[src/rtl/cpu_issue_ctrl.sv]
// Issue/hazard controller: decodes moxie register read/write sets, tracks a 16-entry
// write scoreboard, holds hazarded instructions in H and issues through registered O.
module cpu_issue_ctrl #(
  parameter int STALL_CNT_W   = 16,
  parameter bit SERIALIZE_DIV = 1'b1
) (
  input  logic                   clk_i,
  input  logic                   rst_i,
  input  logic [15:0]            opcode_i,
  input  logic [31:0]            operand_i,
  input  logic                   valid_i,
  output logic                   ready_o,
  output logic                   iss_valid_o,
  input  logic                   iss_ready_i,
  output logic [15:0]            iss_opcode_o,
  output logic [31:0]            iss_operand_o,
  output logic [15:0]            iss_wr_mask_o,
  input  logic                   wb_valid_i,
  input  logic [15:0]            wb_mask_i,
  input  logic                   flush_i,
  output logic                   sb_busy_o,
  output logic [STALL_CNT_W-1:0] stall_cnt_o
);

  typedef struct packed {
    logic [15:0] rd;
    logic [15:0] wr;
    logic        isdiv;
  } dec_t;

  function automatic dec_t decode(input logic [15:0] op);
    dec_t        d;
    logic [15:0] ma;
    logic [15:0] mb;
    logic [15:0] mc;
    ma = 16'd1 << op[7:4];
    mb = 16'd1 << op[3:0];
    mc = 16'd1 << op[11:8];
    d  = '0;
    // 0x80-0x9F are the inc/dec forms with the register in op[11:8]
    if (op[15:13] == 3'b100) begin
      d.rd = mc;
      d.wr = mc;
    end else begin
      case (op[15:8])
        8'h05, 8'h06, 8'h26, 8'h27, 8'h28, 8'h29, 8'h2B, 8'h2D, 8'h2E, 8'h2F,
        8'h31, 8'h32, 8'h33, 8'h34: begin d.rd = ma | mb; d.wr = ma; end
        8'h02, 8'h0A, 8'h1C, 8'h21, 8'h2A, 8'h2C: begin d.rd = mb; d.wr = ma; end
        8'h01, 8'h08, 8'h1B, 8'h1D, 8'h20, 8'h22: d.wr = ma;
        8'h0B, 8'h0E, 8'h1E, 8'h23: d.rd = ma | mb;
        8'h09, 8'h19, 8'h1F, 8'h24, 8'h25: d.rd = ma;
        8'h07: begin d.rd = ma; d.wr = ma | mb; end
        default: ;
      endcase
    end
    d.isdiv = (op[15:8] >= 8'h31) && (op[15:8] <= 8'h34);
    return d;
  endfunction

  logic                   h_vld_q, h_vld_d, o_vld_q, o_vld_d;
  logic [15:0]            h_op_q, h_op_d, o_op_q, o_op_d, o_wr_q, o_wr_d;
  logic [31:0]            h_opd_q, h_opd_d, o_opd_q, o_opd_d;
  logic [15:0]            sb_q, sb_d;
  logic                   sb_busy_q;
  logic [STALL_CNT_W-1:0] stall_q, stall_d;
  dec_t                   h_dec;
  logic [15:0]            wb_clr, flush_clr, sb_eff;
  logic                   hazard, move, accept;

  assign h_dec     = decode(h_op_q);
  assign wb_clr    = wb_valid_i ? wb_mask_i : 16'h0;
  // A writeback landing this cycle already satisfies the dependency
  assign sb_eff    = sb_q & ~wb_clr;
  assign hazard    = h_vld_q & ((((h_dec.rd | h_dec.wr) & sb_eff) != 16'h0) |
                                (SERIALIZE_DIV & h_dec.isdiv & (sb_eff != 16'h0)));
  assign move      = h_vld_q & ~hazard & (~o_vld_q | iss_ready_i) & ~flush_i;
  assign ready_o   = ~rst_i & ~flush_i & (~h_vld_q | move);
  assign accept    = valid_i & ready_o;
  assign flush_clr = (flush_i & o_vld_q & ~iss_ready_i) ? o_wr_q : 16'h0;

  always_comb begin
    h_vld_d = h_vld_q;
    h_op_d  = h_op_q;
    h_opd_d = h_opd_q;
    o_vld_d = o_vld_q;
    o_op_d  = o_op_q;
    o_opd_d = o_opd_q;
    o_wr_d  = o_wr_q;
    if (flush_i) begin
      h_vld_d = 1'b0;
      o_vld_d = 1'b0;
    end else begin
      if (accept) begin
        h_vld_d = 1'b1;
        h_op_d  = opcode_i;
        h_opd_d = operand_i;
      end else if (move) begin
        h_vld_d = 1'b0;
      end
      if (move) begin
        o_vld_d = 1'b1;
        o_op_d  = h_op_q;
        o_opd_d = h_opd_q;
        o_wr_d  = h_dec.wr;
      end else if (iss_ready_i) begin
        o_vld_d = 1'b0;
      end
    end
    sb_d    = (sb_q & ~wb_clr & ~flush_clr) | (move ? h_dec.wr : 16'h0);
    stall_d = stall_q;
    if (hazard & ~flush_i & ~(&stall_q))
      stall_d = stall_q + {{(STALL_CNT_W-1){1'b0}}, 1'b1};
  end

  always_ff @(posedge clk_i or posedge rst_i) begin
    if (rst_i) begin
      h_vld_q   <= 1'b0;
      h_op_q    <= 16'h0;
      h_opd_q   <= 32'h0;
      o_vld_q   <= 1'b0;
      o_op_q    <= 16'h0;
      o_opd_q   <= 32'h0;
      o_wr_q    <= 16'h0;
      sb_q      <= 16'h0;
      sb_busy_q <= 1'b0;
      stall_q   <= '0;
    end else begin
      h_vld_q   <= h_vld_d;
      h_op_q    <= h_op_d;
      h_opd_q   <= h_opd_d;
      o_vld_q   <= o_vld_d;
      o_op_q    <= o_op_d;
      o_opd_q   <= o_opd_d;
      o_wr_q    <= o_wr_d;
      sb_q      <= sb_d;
      sb_busy_q <= |sb_d;
      stall_q   <= stall_d;
    end
  end

  assign iss_valid_o   = o_vld_q;
  assign iss_opcode_o  = o_op_q;
  assign iss_operand_o = o_opd_q;
  assign iss_wr_mask_o = o_wr_q;
  assign sb_busy_o     = sb_busy_q;
  assign stall_cnt_o   = stall_q;

endmodule

[config.mk]
export PLATFORM = sky130hd
export DESIGN_NAME = cpu_issue_ctrl
export DESIGN_NICKNAME = d
export VERILOG_FILES = /design/src/rtl/cpu_issue_ctrl.sv
export SDC_FILE = /design/constraint.sdc
export NUM_CORES = 1
export LEC_CHECK = 0
export ABC_CLOCK_PERIOD_IN_PS = 10200
export CORE_AREA = 3 3 111 192
export DETAILED_ROUTE_END_ITERATION = 16
export DIE_AREA = 0 0 114 195
export HOLD_SLACK_MARGIN = 0.12
export PLACE_DENSITY = 0.74
export REMOVE_ABC_BUFFERS = 1
export SYNTH_ARGS = -nofsm -noshare
export SYNTH_HDL_FRONTEND = slang
export SYNTH_SLANG_ARGS = --single-unit
[constraint.sdc]
create_clock -name clk_i -period 10.2 [get_ports clk_i]
set_input_delay 1.02 -clock clk_i [delete_from_list [all_inputs] [get_ports clk_i]]
set_output_delay 1.02 -clock clk_i [all_outputs]
set_load 0.05 [all_outputs]
==> impl_metrics.yaml <==
timing:
  hold_viol: 0
  period_needed_ns: 6.55
  period_share: 0.642
  tns_ns: 0
  tightest_slew_ns: 1.20
  holdWs_ns: 0.482
  maxSlewViolCount: 0
  rsz0062_at_grt: "no"
  slew_headroom: 0.188
  fin_skew_ns: 0.0132
  fmax_mhz: 153
  setup_violations: 0
yosys:
  synth-seq-area-share: 0.466
  synth-async-reset-ratio: 1.00
  yosys.cell_types.count: 72
  syn_avg_cell_area_um2: 10.3
  synth_ff_type: "dfrtp_1"
  synth-seq-cells: 147
  synthCells: 770
  netlist_area_um2: 7890
  synth-edff-count: 0
  yosysWarnings: 0
detailed_routing:
  drt-total-wl_mm: 25.5
  firstDrtPassIters: 5
  drc: 0
  via_per_inst: 5.80
  ant_nets: 0
  vias: 6722
  detail_route.wl_per_cell_um: 22.0
  drt_iter0_markers: 369
worst_hold_path:
  hold_path_end: "iss_operand_o[7]"
  whs_path_depth: 1
  hold_path.class: "reg -> reg"
  min_from: "h_opd_q[7]"
global_route:
  grt_max_degree: 78
  grtUsageTotal: 0.230
  grt_pass1_wl_mm: 39.4
  grt_pass1_vias: 7059
  antenna_found_initial: 0
  overflow: 0
finish:
  stdcell_area_um2: 10200
  fin_util: 0.512
  area_growth_pct: 29.0
  multi_input_area_um2: 3860
  antenna_cells: 0
  n_fill_cell: 1822
  fin_nets: 972
  layout-drive-gt1-share: 0.0952
  register_area_um2: 3680
  stdcell_count: 1159
power_and_ir_drop:
  vdd_drop_max_mv: 0.138
  p_leak_nw: 4.28
  powerDensity_nw_per_um2: 220
floorplan:
  dieArea_um2: 22200
  die_h_um: 195
  start_util: 0.396
  boundaryPins: 153
  core_um2: 19900
  std_cell_rows: 68
  die_x_um: 114
placement:
  dp_hpwl_mm: 18.9
  port_buffers: 152
  placed_area_um2: 9590
  dp.cells: 1127
  routabilityCongestion: 1.02
setup_path:
  start_kind: "input pin"
  r2r_start: "h_op_q[12]"
  critPathRequiredTime_ns: 9.18
  ff2ff_path_depth: 12
  end_kind: "primary output"
  r2r_end: "iss_wr_mask_o[13]"
  ff2ff_setup_slack_ns: 4.60
  arrival_ns: 5.53
  crit_type: "in -> out"
  cp_max_fo: 20
clock_tree:
  clk-insertion-delay-late_ns: 0.43
  path_clk_slew_ns: 0.06
  clockRootBuffer: "clkbuf_16"
  post_cts_resized: 0
  clock_path_buffers: 2
  cts_tree: "built"
  hold_buffers: 0
  cts_inserted_buffers: 17
  htreeDepth: 4
  post_cts_buffers: 0
  clock_sinks: 147
job:
  drv_cap: 0
run_status:
  status: "completed"
[layout by cell type (no fill, tap or decap), types with 11 or more instances in the layout]
| cell | n |
|---|---|
| mux2_1 | 71 |
| o22ai_1 | 15 |
| nand2_1 | 74 |
| clkdlybuf4s50_1 | 152 |
| xor2_1 | 14 |
| clkbuf_16 | 17 |
| nor2b_1 | 12 |
| mux2i_1 | 12 |
| dfrtp_1 | 147 |
| o21ai_0 | 29 |
| nor3_1 | 17 |
| nor4_1 | 15 |
| nand3_1 | 17 |
| nand2b_1 | 11 |
| mux2_2 | 30 |
| nor2_1 | 33 |
| inv_1 | 39 |
| a21oi_1 | 30 |
[cell usage after synthesis, types with 4 or more instances]
| library cell | instances | share of area |
|---|---|---|
| o31ai_1 | 7 | 0.0067 |
| o22a_1 | 5 | 0.0055 |
| a22oi_1 | 5 | 0.0048 |
| o21a_1 | 5 | 0.0048 |
| nor4_1 | 15 | 0.012 |
| nor3b_1 | 6 | 0.0057 |
| nor4b_1 | 8 | 0.0089 |
| buf_2 | 15 | 0.0095 |
| dfrtp_1 | 147 | 0.47 |
| mux2_2 | 30 | 0.043 |
| a31oi_1 | 5 | 0.0040 |
| and2_1 | 4 | 0.0032 |
| xor2_1 | 14 | 0.016 |
| or2_2 | 5 | 0.0040 |
| mux2_1 | 71 | 0.10 |
| xnor2_1 | 5 | 0.0055 |
| o21ai_0 | 29 | 0.018 |
| o22ai_1 | 15 | 0.012 |
| a32oi_1 | 4 | 0.0044 |
| a21oi_1 | 30 | 0.019 |
| a21boi_0 | 9 | 0.0086 |
| mux2i_1 | 12 | 0.015 |
| nor3_1 | 17 | 0.011 |
| nor2b_1 | 12 | 0.0095 |
| nor4bb_1 | 4 | 0.0051 |
| and3_1 | 5 | 0.0040 |
| and3b_1 | 4 | 0.0044 |
| nand3_1 | 17 | 0.011 |
| nor2_1 | 33 | 0.016 |
| nand4_1 | 9 | 0.0071 |
| clkbuf_1 | 27 | 0.013 |
| nand2b_1 | 11 | 0.0087 |
| nand2_1 | 74 | 0.035 |
| buf_4 | 4 | 0.0038 |
| inv_1 | 40 | 0.019 |
| a21o_1 | 5 | 0.0048 |
[layer usage]
layer | track usage | vias up | wire length [µm]
met5 | 0 | - | 0
met4 | 0.152 | 0 | 1690
met3 | 0.0406 | 87 | 1230
met2 | 0.405 | 261 | 13500
met1 | 0.245 | 3319 | 9070
li1 | - | 3055 | -
[sequential cells by signal, summed over array words and instances, names as in the netlist]
| register | cells |
|---|---|
| iss_wr_mask_o | 16 |
| sb_busy_o | 1 |
| h_op_q | 16 |
| sb_q | 16 |
| iss_operand_o | 32 |
| stall_cnt_o | 16 |
| h_vld_q | 1 |
| iss_valid_o | 1 |
| iss_opcode_o | 16 |
| h_opd_q | 32 |
[kinds of logic after synthesis]
group / count (synthesis) / share of synthesized area
flip-flops: 147 / 0.466
adder cells (fa/ha/maj): 1 / 0.00158
AND/OR/NAND/NOR: 246 / 0.171
AO/OA/AOI/OAI: 155 / 0.133
buffers and inverters: 89 / 0.0485
XOR/XNOR: 19 / 0.0211
multiplexers: 113 / 0.159
[report_power, final]
group / switching (mW) / internal (mW)
clock network: 0.280 / 0.348
registers: 0.122 / 0.703
logic: 0.502 / 0.285
total: 0.904 / 1.34
[worst max-delay path, stage by stage]
cell and delay [ns]:
clkdlybuf4s50_1 0.94, a21boi_0 0.40, and3_1 0.35, a32oi_1 0.24, o22ai_1 0.11, nor4_1 0.52
nand4_1 0.23, nor4_4 0.30, buf_4 0.30, nand2_1 0.08, a21boi_0 0.18, clkdlybuf4s50_1 0.86
[metrics by stage]
step / power (mW) / setup slack, ns
global route: 2.34 / 3.40
detailed placement: 1.62 / 3.68
finish: 2.24 / 3.65
global placement: 1.61 / 3.67
CTS: 2.26 / 3.68
floorplan: 1.31 / 3.94
[area by class of cell]
cell class                      count  area share
Clock buffer                       17      0.0418
Clock inverter                     15      0.0161
Inverter                           40      0.0152
Multi-Input combinational cell    534       0.380
Sequential cell                   147       0.361
Tap cell                          245      0.0301
Timing Repair Buffer              161       0.156
[worst max path at each step]
stage               startpoint         to  slack [ns]  cells past startpoint
floorplan           h_op_q[11]  h_op_q[0]        3.94                     10
global placement    wb_valid_i    ready_o        3.67                     12
detailed placement  wb_valid_i    ready_o        3.68                     12
CTS                 wb_valid_i    ready_o        3.68                     12
global route        h_op_q[12]    ready_o        3.40                     12
finish              wb_valid_i    ready_o        3.65                     12
Note: power is estimated with default switching activity, not from simulation.
